$ cat src/rtl/mem_arbiter.sv
// ---------------------------------------------------------------------------
// mem_arbiter
//
// Shares the single 256-bit off-chip data-memory port between the
// instruction-cache controller (port I) and the data-cache controller
// (port D). Arbitration is round-robin with a registered grant. The
// winner's write flag, address and write line are latched on the grant
// edge and held until the memory acks.
//
// Handshake: a requester raises x_enable_i with its command. The command is
// sampled only in the IDLE cycle in which the grant is decided. Any later
// change on the requester inputs is ignored. The transaction ends on the
// single-cycle mem_ack_i pulse. That same cycle, x_ack_o is 1 for the granted
// requester only, and the requester qualifies x_data_o with it. Every
// transaction is followed by one IDLE turnaround cycle with mem_enable_o = 0.
//
// Ports:
//   clk_i, rst_i            clock, synchronous active-high reset
//   i_* / d_*               requester command inputs, read line, ack pulse
//   mem_*                   memory command outputs, read line, ack input
//   busy_o                  a grant is active
//   timeout_o               sticky: a grant went TIMEOUT cycles without ack
//   stray_ack_o             sticky: mem_ack_i seen while IDLE
//   state_o                 debug view of the FSM state (0 IDLE, 1 I, 2 D)
// ---------------------------------------------------------------------------
module mem_arbiter #(
  parameter int TIMEOUT = 1023,
  parameter int CNT_W   = 10
) (
  input  logic         clk_i,
  input  logic         rst_i,
  input  logic         i_enable_i,
  input  logic         i_write_i,
  input  logic [31:0]  i_addr_i,
  input  logic [255:0] i_data_i,
  output logic [255:0] i_data_o,
  output logic         i_ack_o,
  input  logic         d_enable_i,
  input  logic         d_write_i,
  input  logic [31:0]  d_addr_i,
  input  logic [255:0] d_data_i,
  output logic [255:0] d_data_o,
  output logic         d_ack_o,
  input  logic [255:0] mem_data_i,
  input  logic         mem_ack_i,
  output logic [255:0] mem_data_o,
  output logic [31:0]  mem_addr_o,
  output logic         mem_enable_o,
  output logic         mem_write_o,
  output logic         busy_o,
  output logic         timeout_o,
  output logic         stray_ack_o,
  output logic [1:0]   state_o
);

  typedef enum logic [1:0] {
    IDLE    = 2'd0,
    GRANT_I = 2'd1,
    GRANT_D = 2'd2
  } state_t;

  localparam logic [CNT_W-1:0] TIMEOUT_C = CNT_W'(TIMEOUT);

  state_t           state_q, state_d;
  logic             last_d_q;      // 1: D was granted last, so I wins a tie
  logic             grant_i, grant_d, done;
  logic             in_grant;
  logic [CNT_W-1:0] cnt_q, cnt_inc;

  // Next-state logic. The grant decision is made in IDLE only, so the
  // turnaround cycle after every ack comes out of the state encoding itself.
  always_comb begin
    state_d = state_q;
    grant_i = 1'b0;
    grant_d = 1'b0;
    done    = 1'b0;
    case (state_q)
      IDLE: begin
        if (i_enable_i && (!d_enable_i || last_d_q)) begin
          state_d = GRANT_I;
          grant_i = 1'b1;
        end else if (d_enable_i) begin
          state_d = GRANT_D;
          grant_d = 1'b1;
        end
      end
      GRANT_I, GRANT_D: begin
        if (mem_ack_i) begin
          state_d = IDLE;
          done    = 1'b1;
        end
      end
      default: state_d = IDLE;
    endcase
  end

  assign in_grant = (state_q != IDLE);
  // The counter saturates so that a grant that hangs for ever cannot wrap it.
  assign cnt_inc  = (cnt_q == TIMEOUT_C) ? cnt_q : cnt_q + 1'b1;

  always_ff @(posedge clk_i) begin
    if (rst_i) begin
      state_q     <= IDLE;
      last_d_q    <= 1'b1;
      cnt_q       <= '0;
      mem_write_o <= 1'b0;
      mem_addr_o  <= '0;
      mem_data_o  <= '0;
      timeout_o   <= 1'b0;
      stray_ack_o <= 1'b0;
    end else begin
      state_q <= state_d;

      if (grant_i) begin
        mem_write_o <= i_write_i;
        mem_addr_o  <= i_addr_i;
        mem_data_o  <= i_data_i;
      end else if (grant_d) begin
        mem_write_o <= d_write_i;
        mem_addr_o  <= d_addr_i;
        mem_data_o  <= d_data_i;
      end

      if (done) begin
        last_d_q <= (state_q == GRANT_D);
      end

      if (in_grant && !mem_ack_i) begin
        cnt_q <= cnt_inc;
        if (cnt_inc == TIMEOUT_C) begin
          timeout_o <= 1'b1;
        end
      end else begin
        cnt_q <= '0;
      end

      if (!in_grant && mem_ack_i) begin
        stray_ack_o <= 1'b1;
      end
    end
  end

  assign mem_enable_o = in_grant;
  assign busy_o       = in_grant;
  assign state_o      = state_q;

  // An ack that arrives in a reset cycle is dropped, so the acks are also
  // gated by rst_i.
  assign i_ack_o = (state_q == GRANT_I) && mem_ack_i && !rst_i;
  assign d_ack_o = (state_q == GRANT_D) && mem_ack_i && !rst_i;

  assign i_data_o = mem_data_i;
  assign d_data_o = mem_data_i;

endmodule

$ cat config.mk
export PLATFORM = sky130hd
export DESIGN_NAME = mem_arbiter
export DESIGN_NICKNAME = d
export VERILOG_FILES = /design/src/rtl/mem_arbiter.sv
export SDC_FILE = /design/constraint.sdc
export NUM_CORES = 1
export LEC_CHECK = 0
export BUFFER_PORTS_ARGS = -buffer_cell sky130_fd_sc_hd__buf_2
export CAP_MARGIN = 20
export CORE_AREA = 2 2 635 637
export DETAILED_ROUTE_END_ITERATION = 16
export DIE_AREA = 0 0 637 639
export PLACE_DENSITY = 0.3
export SYNTH_ARGS = -nofsm -noshare
export SYNTH_HDL_FRONTEND = slang
export SYNTH_SLANG_ARGS = --single-unit
$ cat constraint.sdc
create_clock -name clk_i -period 2.5 [get_ports clk_i]
set_input_delay 0.5 -clock clk_i [delete_from_list [all_inputs] [get_ports clk_i]]
set_output_delay 0.5 -clock clk_i [all_outputs]
set_load 0.005 [all_outputs]
==> out/qor.csv, run 1 <==
stage,metric,value,unit
place,place_hpwl,192.3,mm
timing,setup_viol,0,
yosys,synth_enable_flop_cells,0,
final_layout,fin_cells,7594,
timing,final_hold_viol_count,0,
global_route,grt_pass1_vias,16640,
yosys,synthCells,1923,
clocking,clkTransAtPathRegs,0.05,ns
detailed_routing,drc,0,
clocking,clk_path_buf_depth,3,
power_and_ir_drop,pwr-share-comb,31.8,%
place,dp.cells,7494,
global_route,grt_use_total,9.963,%
critical_path,critPathSlowestCell,buf_4,
global_route,antenna_found_initial,32,
power_and_ir_drop,seqPwrFrac,31.0,%
power_and_ir_drop,ir_worst_vdd,0.5611,mV
yosys,ys_seq_area_share,37.74,%
final_layout,final_nets,3103,
power_and_ir_drop,p_sw_share,39.92,%
floorplan,start_util,4.022,%
power_and_ir_drop,p_clk_share,37.2,%
critical_path,cp_cell_sequence,inv_1 > ha_1 > inv_2 > nor2_4 > buf_12 > buf_4 > o221ai_1 > a21oi_1,
detailed_routing,wirelength,213.4,mm
critical_path,cp.arrival,2.92,ns
detailed_routing,ant_nets,0,
place,placedInstanceArea,23490,um^2
clocking,root_buffer,clkbuf_16,
status,outcome,finished clean,
critical_path,cp_max_fo,47,
power_and_ir_drop,p_per_area,754.1,nW/um^2
clocking,cts_tree,built,
final_layout,layout-drive-gt1-share,45.47,%
yosys,synth_cell_type_count,39,
timing,fmax,425.3,MHz
global_route,grt_max_degree,83,
detailed_routing,via_count,16660,
critical_path,critPathLaunchType,flop,
floorplan,fp.dieH,639,um
clocking,cts_sinks,304,
critical_path,critPathRequiredTime,3.07,ns
clocking,cts_buffers,47,
floorplan,rows,233,
timing,worst_pin_slew,0.8246,ns
floorplan,io_pins,1648,
final_layout,final_area,25150,um^2
timing,clock_skew,0.04737,ns
yosys,yosys_warnings,0,
global_route,grt_pass1_wl,247.5,mm
worst_hold_path,hold_path_class,primary input to flop,
floorplan,die_area,407000,um^2
timing,final_max_slew_viol_count,0,
timing,relSlewSlack,45.03,%
critical_path,critPathMaxStageDelay,0.43,ns
timing,finalCriticalPeriod,2.351,ns
place,io_buffers,879,
detailed_routing,first_pass_iters,5,
final_layout,fillers,47260,
yosys,ys_ff_latch,304,
critical_path,cp-end-kind,flop,
yosys,async_flop_share,0,%
yosys,synthFlopType,dfxtp_1,
detailed_routing,drt_iter0_drc,1119,
global_route,overflow,0,
detailed_routing,vias_per_cell,2.194,
place,place_congestion,0.8399,
run,cap_viol_max_count,0,
yosys,syn_area,16120,um^2
timing,fin_crit_sh,94.05,%
timing,rsz0062_at_grt,false,
yosys,avgSynthCellArea,8.385,um^2
clocking,clk_latency,0.73,ns
clocking,cts-htree-levels,2,
floorplan,fp.coreArea,400900,um^2
floorplan,die_w,637,um
critical_path,criticalPathCategory,flop to flop,
power_and_ir_drop,power_switching,7.570,mW
timing,fin_setup_tns,0,ns
detailed_routing,wire_per_inst,28.11,um
yosys,synth_nets,2766,
final_layout,area_delta_synth_final,55.96,%
power_and_ir_drop,leakage,8.709,nW
power_and_ir_drop,intPower,11.39,mW
[cells in the mapped netlist (4+ instances only)]
library cell,instances,area (um^2)
o221ai_1,289,2531
a21oi_1,292,1461
clkbuf_1,143,536.8
buf_1,6,22.52
buf_4,513,3851
nand2_1,293,1100
inv_1,4,15.01
ha_1,4,50.05
dfxtp_1,304,6086
nor2_1,14,52.55
xnor2_1,4,35.03
buf_2,13,65.06
[what timing repair did]
| action | CTS | global route |
|---|---|---|
| hold endpoints to repair | 4 | 0 |
| hold buffers | 4 | 0 |
| resized for setup | 0 | 0 |
| buffers inserted | 0 | 0 |
[cell families (layout without fill, tap and decap cells)]
| kind of cell | count (synthesis) | in the layout | synth area share [%] |
|---|---|---|---|
| xor+xnor | 6 | 6 | 0.3259 |
| simple gates | 328 | 328 | 8.000 |
| buf+inv | 683 | 1054 | 28.04 |
| fa+ha+maj | 4 | 4 | 0.3104 |
| other cells | 0 | 13 | 0 |
| mux | 3 | 3 | 0.1862 |
| flops | 304 | 304 | 37.74 |
| compound gates | 595 | 595 | 25.40 |
[critical path: cells and delay by family, from the launching register on]
family | cells | cell delay, ns
AOI/OAI and AO/OA | 2 | 0.35
adders and majority gates | 1 | 0.28
buffers and inverters | 4 | 0.90
DFF | 1 | 0.34
and+or+nand+nor | 1 | 0.16
[layer usage]
metal  part of all wire, %  vias to the layer above  routed length [um]  GRT usage (%)
met2                    48                     1449              101600          16.68
met4                   3.6                       16                7782          3.305
met5                  0.16                        -                 348         0.6972
met1                    27                     7871               58260          7.856
met3                    21                      252               45470          9.869
li1                      -                     7074                   -              -
[power by group through the flow]
| stage | clock network (mW) | logic, mW | registers, mW |
|---|---|---|---|
| 6_report | 7.05 | 6.02 | 5.89 |
| 3_5_place_dp | 0 | 6.46 | 5.98 |
| 3_3_place_gp | 0 | 6.45 | 5.98 |
| 2_1_floorplan | 0 | 2.51 | 5.95 |
| 5_1_grt | 7.59 | 6.66 | 5.96 |
| 4_1_cts | 7.50 | 6.48 | 5.90 |
[layout make-up]
| class | count | area (um^2) | share of cell area, % |
|---|---|---|---|
| clock buffer | 63 | 1328 | 5.279 |
| clock inverter | 20 | 256.5 | 1.020 |
| sequential | 304 | 6086 | 24.20 |
| antenna | 13 | 32.53 | 0.1294 |
| inverter | 6 | 22.52 | 0.08956 |
| multi-input combinational | 936 | 5555 | 22.09 |
| timing repair buffer | 965 | 5253 | 20.89 |
| tap | 5287 | 6615 | 26.30 |
[flip-flops by register name, summed over array words and instances, names as in the netlist]
| name | flops |
|---|---|
| stray_ack_o | 1 |
| mem_write_o | 1 |
| last_d_q | 1 |
| cnt_q | 10 |
| mem_addr_o | 32 |
| timeout_o | 1 |
| state_o | 2 |
| mem_data_o | 256 |
[final timing paths]
path | slack (ns) | cells past startpoint | from | to
setup / recovery | 0.15 | 8 | state_o[0] | mem_data_o[66]
setup reg to reg | 0.15 | 8 | state_o[0] | mem_data_o[66]
hold reg to reg | 0.45 | 2 | mem_data_o[23] | mem_data_o[23]
hold / removal | 0.13 | 3 | d_data_i[166] | mem_data_o[166]
[placed cells by master, fill, tap and decap left out, types with 3 or more instances in the layout]
cell	n
ha_1	4
buf_4	67
dfxtp_1	304
buf_12	15
nand4_1	3
bufinv_16	4
clkbuf_16	48
clkbuf_8	7
nand3_1	3
o221ai_1	289
buf_2	878
nor2_1	12
nand2b_1	3
dlygate4sd3_1	4
nand2_1	293
diode_2	13
a21oi_1	292
clkbuf_1	8
inv_1	4
xnor2_1	4
mux2i_1	3
clkinv_2	8
[through the flow]
stage / worst slack (ns) / hold WS, ns / util, % / power, mW
3_3_place_gp: 0.2178 / 0.4384 / 5.860 / 12.43
3_5_place_dp: 0.2087 / 0.4434 / 5.860 / 12.44
6_report: 0.1488 / 0.1259 / 6.274 / 18.96
5_1_grt: 0.02071 / 0.05500 / 6.270 / 20.22
4_1_cts: 0.09451 / 0.001867 / 6.265 / 19.89
2_1_floorplan: 0.4628 / 0.4483 / - / 8.461
Power figures use the tool's default switching activity.
==> run 2: changes to the inputs <==
--- a/config.mk
+++ b/config.mk
@@ -11,6 +11,7 @@
 export DETAILED_ROUTE_END_ITERATION = 16
 export DIE_AREA = 0 0 637 639
 export PLACE_DENSITY = 0.3
+export REMOVE_ABC_BUFFERS = 1
 export SYNTH_ARGS = -nofsm -noshare
 export SYNTH_HDL_FRONTEND = slang
 export SYNTH_SLANG_ARGS = --single-unit
==> run 2 against run 1 <==
- sequential share of layout area rose by 0.16 points
- highest routed layer unchanged
- count of clock-buffer cells in the layout decreased by 2
- sequential cell count is the same
- power fell by 2.4%
- design area shrank 0.64%
- critical endpoint is now mem_enable_o
- die area unchanged
- non-clock buffer count shrank 36
- worst hold slack improved by 0.015 ns
- combinational power shrank 5.0%
- largest power group unchanged
- sequential power is essentially flat
==> out/qor.csv, run 2 (synthesis gave the netlist of run 1 again) <==
stage,metric,value,unit,change
status,outcome,finished clean,,unchanged
critical_path,worst-path-buf-inv,3,,was 4
power_and_ir_drop,ir_worst_vdd,0.4200,mV,was 0.5611 mV
global_route,grt_pass1_vias,16600,,was 16640
global_route,grt_pass1_wl,403.6,mm,was 247.5 mm
global_route,grt_use_total,17.27,%,was 9.963%
critical_path,critPathMaxStageDelay,0.40,ns,was 0.43 ns
floorplan,rows,233,,unchanged
clocking,cts_buffers,45,,was 47
run,cap_viol_max_count,0,,unchanged
critical_path,cp_max_fo,6,,was 47
clocking,clk_path_buf_depth,3,,unchanged
clocking,cts_sinks,304,,unchanged
timing,clock_skew,0.05135,ns,was 0.04737 ns
power_and_ir_drop,finalPower,18.52,mW,was 18.96 mW
clocking,clk_latency,0.70,ns,was 0.73 ns
final_layout,final_cell_mix,"buf_2 (877), dfxtp_1 (304), nand2_1 (293)",,"was buf_2 (878), dfxtp_1 (304), nand2_1 (293)"
global_route,antenna_found_initial,61,,was 32
place,place_hpwl,325.1,mm,was 192.3 mm
power_and_ir_drop,leakage,8.566,nW,was 8.709 nW
timing,final_hold_viol_count,0,,unchanged
critical_path,cp_cell_sequence,inv_1 > ha_1 > inv_2 > buf_4,,was inv_1 > ha_1 > inv_2 > nor2_4 > buf_12 > buf_4 > o221ai_1 > a21oi_1
clocking,cts-htree-levels,2,,unchanged
timing,rsz0062_at_grt,false,,unchanged
timing,fmax,415.2,MHz,was 425.3 MHz
clocking,cts_hold_buf,0,,was 4
detailed_routing,vias_per_cell,2.556,,was 2.194
detailed_routing,wirelength,365.7,mm,was 213.4 mm
critical_path,critPathLaunchType,flop,,unchanged
floorplan,io_pins,1648,,unchanged
detailed_routing,drt_iter0_drc,2214,,was 1119
final_layout,reg_top3,"mem_data_o (256), mem_addr_o (32), cnt_q (10)",,unchanged
timing,relSlewSlack,51.48,%,was 45.03%
floorplan,fp.dieH,639,um,unchanged
global_route,overflow,0,,unchanged
clocking,cts_tree,built,,unchanged
floorplan,die_w,637,um,unchanged
detailed_routing,via_count,19330,,was 16660
clocking,root_buffer,clkbuf_16,,unchanged
floorplan,die_area,407000,um^2,unchanged
power_and_ir_drop,p_per_area,741.0,nW/um^2,was 754.1 nW/um^2
floorplan,start_util,4.022,%,unchanged
critical_path,cp-end-kind,output pin,,was flop
timing,final_max_slew_viol_count,0,,unchanged
timing,worst_pin_slew,0.7277,ns,was 0.8246 ns
timing,fin_setup_tns,0,ns,unchanged
place,io_buffers,879,,unchanged
floorplan,fp.coreArea,400900,um^2,unchanged
final_layout,largest_reg_flops,256,,unchanged
detailed_routing,drc,0,,unchanged
final_layout,mostFrequentLayoutCell,buf_2,,unchanged
critical_path,critPathRequiredTime,2.00,ns,was 3.07 ns
final_layout,area_delta_synth_final,54.96,%,was 55.96%
place,place_congestion,1.066,,was 0.8399
detailed_routing,first_pass_iters,5,,unchanged
final_layout,top_register,mem_data_o,,unchanged
worst_hold_path,hold_path_class,primary input to flop,,unchanged
critical_path,criticalPathCategory,flop to output pin,,was flop to flop
detailed_routing,ant_nets,0,,unchanged
clocking,clkTransAtPathRegs,0.09,ns,was 0.05 ns
detailed_routing,wire_per_inst,48.35,um,was 28.11 um
critical_path,cp.arrival,1.91,ns,was 2.92 ns
critical_path,critPathSlowestCell,dfxtp_1,,was buf_4
critical_path,worst_path_dominant_cell_family,buffers and inverters,,unchanged
timing,fin_crit_sh,96.35,%,was 94.05%
timing,finalCriticalPeriod,2.409,ns,was 2.351 ns
final_layout,layout-drive-gt1-share,44.73,%,was 45.47%
final_layout,final_nets,3065,,was 3103
global_route,grt_max_degree,77,,was 83
timing,setup_viol,0,,unchanged
run 2: cell types whose count changed in the layout (fill, tap and decap cells not counted), sizes merged:
cell	delta
clkinvlp	+2
dlygate4sd3	-4
buf	-32
diode	+6
clkbuf	-2
run 2: layout make-up:
cell class                 count  area (um^2)
antenna                       19        47.55
clock buffer                  61         1246
clock inverter                22        257.7
fill                       47300       375900
inverter                       6        22.52
multi-input combinational    936         5562
sequential                   304         6086
tap                         5287         6615
timing repair buffer         929         5150
run 2: worst paths after layout:
| check | start | endpoint | slack, ns | cells after the start |
|---|---|---|---|---|
| worst min register to register | mem_data_o[124] | mem_data_o[124] | 0.45 | 2 |
| worst max-delay path | state_o[0] | mem_enable_o | 0.09 | 4 |
| worst min-delay path | d_addr_i[19] | mem_addr_o[19] | 0.14 | 3 |
| worst max register to register | state_o[0] | mem_data_o[175] | 0.12 | 9 |
run 2: metrics by stage:
step | cells | setup WS, ns | instance area (um^2) | hold slack, ns | util, %
floorplan | 1246 | -33.84 | 11630 | 0.4422 | -
global placement | 7462 | 0.1327 | 23430 | 0.4372 | 5.846
detailed placement | 7462 | 0.1175 | 23430 | 0.4403 | 5.846
CTS | 7545 | 0.07440 | 24940 | 0.06708 | 6.221
global route | 7561 | 0.03287 | 24980 | 0.1292 | 6.231
finish | 7564 | 0.09135 | 24990 | 0.1411 | 6.233
run 2: worst register-to-register path, delay by kind of cell (launching register included):
family	cells	cell delay (ns)
AOI/OAI and AO/OA	2	0.66
DFF	1	0.40
and+or+nand+nor	1	0.08
buffers and inverters	5	0.84
adders and majority gates	1	0.28
run 2: layer usage:
layer  GRT usage, %  vias to the layer above  share of wire, %
met3          24.73                      298                29
met5          18.34                        -               2.9
met4          5.256                       74               3.4
li1               -                     7011                 -
met1          11.74                     9090                25
met2          23.93                     2858                40
run 2: repair_timing:
| action | CTS | global route |
|---|---|---|
| buffers inserted | 0 | 0 |
| setup endpoints to repair | 1 | 0 |
| resized for setup | 1 | 0 |
run 2: power by group:
group	switching (mW)	internal (mW)
registers	0.384	5.49
clock network	2.99	3.93
logic	3.98	1.74
==> run 3: changes to the inputs <==
--- a/config.mk
+++ b/config.mk
@@ -7,9 +7,9 @@
 export LEC_CHECK = 0
 export BUFFER_PORTS_ARGS = -buffer_cell sky130_fd_sc_hd__buf_2
 export CAP_MARGIN = 20
-export CORE_AREA = 2 2 635 637
+export CORE_AREA = 2 2 644 646
 export DETAILED_ROUTE_END_ITERATION = 16
-export DIE_AREA = 0 0 637 639
+export DIE_AREA = 0 0 646 648
 export PLACE_DENSITY = 0.3
 export REMOVE_ABC_BUFFERS = 1
 export SYNTH_ARGS = -nofsm -noshare
==> constraint.sdc (replaced) <==
create_clock -name clk_i -period 2.08 [get_ports clk_i]
set_input_delay 0.416 -clock clk_i [delete_from_list [all_inputs] [get_ports clk_i]]
set_output_delay 0.416 -clock clk_i [all_outputs]
set_load 0.005 [all_outputs]
==> run 3 against run 2 <==
- the run now ends with negative setup slack left
- die area is 2.8% higher
- sequential power is 21% higher
- sequential share of layout area is 3.8 points lower
- clock skew is 0.047 ns higher
- setup slack worse by 0.16 ns
- clock power is 30% higher
- utilization is 0.95 points higher
- non-clock buffer count is 300 higher
- worst hold slack worse by 0.11 ns
- critical path depth stayed put
- first-iteration DRC count is 2.3% higher
- count of clock-buffer cells in the layout is 2 higher
- critical endpoint is now d_ack_o
- largest cell class is now buffers
- largest power group unchanged
- highest routed layer unchanged
==> out/qor.csv, run 3 (synthesis gave the netlist of run 1 again) <==
stage,metric,value,unit,change
status,outcome,"finished, violations left",,was finished clean
status,violations,negative setup slack,,
final_layout,final_cell_mix,"buf_2 (872), dfxtp_1 (302), nand2_1 (293)",,"was buf_2 (877), dfxtp_1 (304), nand2_1 (293)"
timing,finalCriticalPeriod,2.148,ns,
critical_path,cp_max_fo,2,,was 6
global_route,grt_use_met3,24.92,%,was 24.73%
critical_path,critPathRequiredTime,1.66,ns,was 2.00 ns
clocking,cts_sinks,304,,unchanged
place,place_hpwl,322.0,mm,was 325.1 mm
clocking,cts-htree-levels,2,,unchanged
floorplan,die_w,646,um,was 637 um
final_layout,fillers,48400,,was 47300
detailed_routing,drt_iter0_drc,2265,,was 2214
global_route,overflow,0,,unchanged
timing,final_hold_viol_count,0,,unchanged
global_route,met2_usage,23.07,%,was 23.93%
floorplan,io_pins,1648,,unchanged
final_layout,top_register,mem_data_o,,unchanged
timing,fmax,465.5,MHz,
power_and_ir_drop,ir_worst_vdd,0.7149,mV,was 0.4200 mV
clocking,cts_tree,built,,unchanged
clocking,cts_buffers,47,,was 45
global_route,grt.busiest_layer,met3,,unchanged
worst_hold_path,hold_path_class,primary input to flop,,unchanged
place,place_congestion,1.097,,was 1.066
clocking,clk_path_buf_depth,3,,unchanged
detailed_routing,drc,0,,unchanged
timing,relSlewSlack,65.18,%,was 51.48%
final_layout,mostFrequentLayoutCell,buf_2,,unchanged
timing,clock_skew,0.09841,ns,was 0.05135 ns
global_route,grt_pass1_vias,17700,,was 16600
critical_path,criticalPathCategory,flop to output pin,,unchanged
final_layout,final_nets,3367,,was 3065
clocking,clk_latency,0.74,ns,was 0.70 ns
floorplan,die_area,418600,um^2,was 407000 um^2
detailed_routing,wire_per_inst,46.02,um,was 48.35 um
floorplan,start_util,3.914,%,was 4.022%
detailed_routing,ant_nets,0,,unchanged
run,cap_viol_max_count,0,,unchanged
global_route,grtUsageMet1,10.90,%,was 11.74%
final_layout,area_delta_synth_final,83.50,%,was 54.96%
power_and_ir_drop,leakage,10.24,nW,was 8.566 nW
detailed_routing,first_pass_iters,5,,unchanged
final_layout,reg_top3,"mem_data_o (256), mem_addr_o (32), cnt_q (10)",,unchanged
clocking,clkTransAtPathRegs,0.06,ns,was 0.09 ns
critical_path,cp-end-kind,output pin,,unchanged
timing,whs,0.02952,ns,was 0.1411 ns
detailed_routing,via_count,20660,,was 19330
floorplan,fp.coreArea,411900,um^2,was 400900 um^2
critical_path,critPathLaunchType,flop,,unchanged
power_and_ir_drop,p_per_area,836.7,nW/um^2,was 741.0 nW/um^2
floorplan,rows,236,,was 233
final_layout,largest_reg_flops,256,,unchanged
critical_path,cp.arrival,1.73,ns,was 1.91 ns
timing,setup_viol,16,,was 0
timing,worst_pin_slew,0.5223,ns,was 0.7277 ns
timing,setup_ws,-0.06814,ns,was 0.09135 ns
final_layout,final_area,29590,um^2,was 24990 um^2
place,io_buffers,879,,unchanged
global_route,grt_max_degree,90,,was 77
final_layout,layout-drive-gt1-share,47.21,%,was 44.73%
global_route,grt_pass1_wl,402.4,mm,was 403.6 mm
global_route,antenna_found_initial,46,,was 61
global_route,grt_use_total,16.72,%,was 17.27%
detailed_routing,wirelength,370.3,mm,was 365.7 mm
timing,final_max_slew_viol_count,0,,unchanged
floorplan,fp.dieH,648,um,was 639 um
timing,rsz0062_at_grt,true,,was false
clocking,root_buffer,clkbuf_16,,unchanged
timing,fin_crit_sh,103.3,%,
detailed_routing,vias_per_cell,2.568,,was 2.556
place,placedInstanceArea,24040,um^2,was 23430 um^2
[run 3: changes by cell type in the layout (fill, tap and decap cells not counted), sizes merged]
cell	previous run	this run
clkbuf	61	80
buf	929	991
clkinv	12	9
bufinv	4	6
diode	19	13
dlygate4sd3	0	221
[run 3: final cells by class]
class	count	area (um^2)	area share, %
multi-input combinational	936	6336	21.41
inverter	6	30.03	0.1015
clock inverter	21	337.8	1.142
tap	5474	6849	23.15
sequential	304	6088	20.58
timing repair buffer	1229	8608	29.09
clock buffer	63	1306	4.415
antenna	13	32.53	0.1099
[run 3: timing repair]
action,in CTS,in global routing
hold buffers,221,0
endpoints found under the hold margin,135,0
resized for setup,46,142
gates cloned,0,19
pin swaps,2,88
setup endpoints to repair,90,203
buffers inserted,7,13
[run 3: report_power, final]
part | internal [mW] | switching (mW)
Combinational | 3.22 | 5.42
Clock | 5.18 | 3.85
Sequential | 6.60 | 0.487
Total | 15.0 | 9.76
[run 3: worst paths after layout]
| check | cells after the start | to | start | slack [ns] |
|---|---|---|---|---|
| max reg2reg | 12 | mem_data_o[196] | state_o[1] | -0.02 |
| min | 3 | mem_data_o[45] | d_data_i[45] | 0.03 |
| max | 4 | d_ack_o | state_o[1] | -0.07 |
| min reg2reg | 2 | mem_data_o[174] | mem_data_o[174] | 0.45 |
[run 3: worst max-delay path, cell delays in order, from the launching register on]
cell and delay [ns]:
dfxtp_2 0.34, buf_6 0.12, ha_4 0.14, and3b_2 0.25
buf_2 0.14
[run 3: metal layers]
| layer | part of all wire (%) | routed length (um) |
|---|---|---|
| met3 | 31 | 113100 |
| met2 | 39 | 145900 |
| met4 | 3.4 | 12430 |
| met1 | 24 | 87780 |
| met5 | 3.0 | 11100 |
[run 3: per-stage QoR]
step	TNS, ns	std cells	setup WS, ns	utilization, %	power [mW]
after floorplan	-9917.65	1246	-34.17	-	9.015
after global placement	-2.212	7689	-0.1354	5.835	14.65
after detailed placement	-3.036	7689	-0.1524	5.835	14.64
after CTS	-1.189	8001	-0.1171	6.841	24.55
after global routing	-1.708	8044	-0.09545	7.182	26.14
final	-0.2624	8046	-0.06814	7.183	24.76
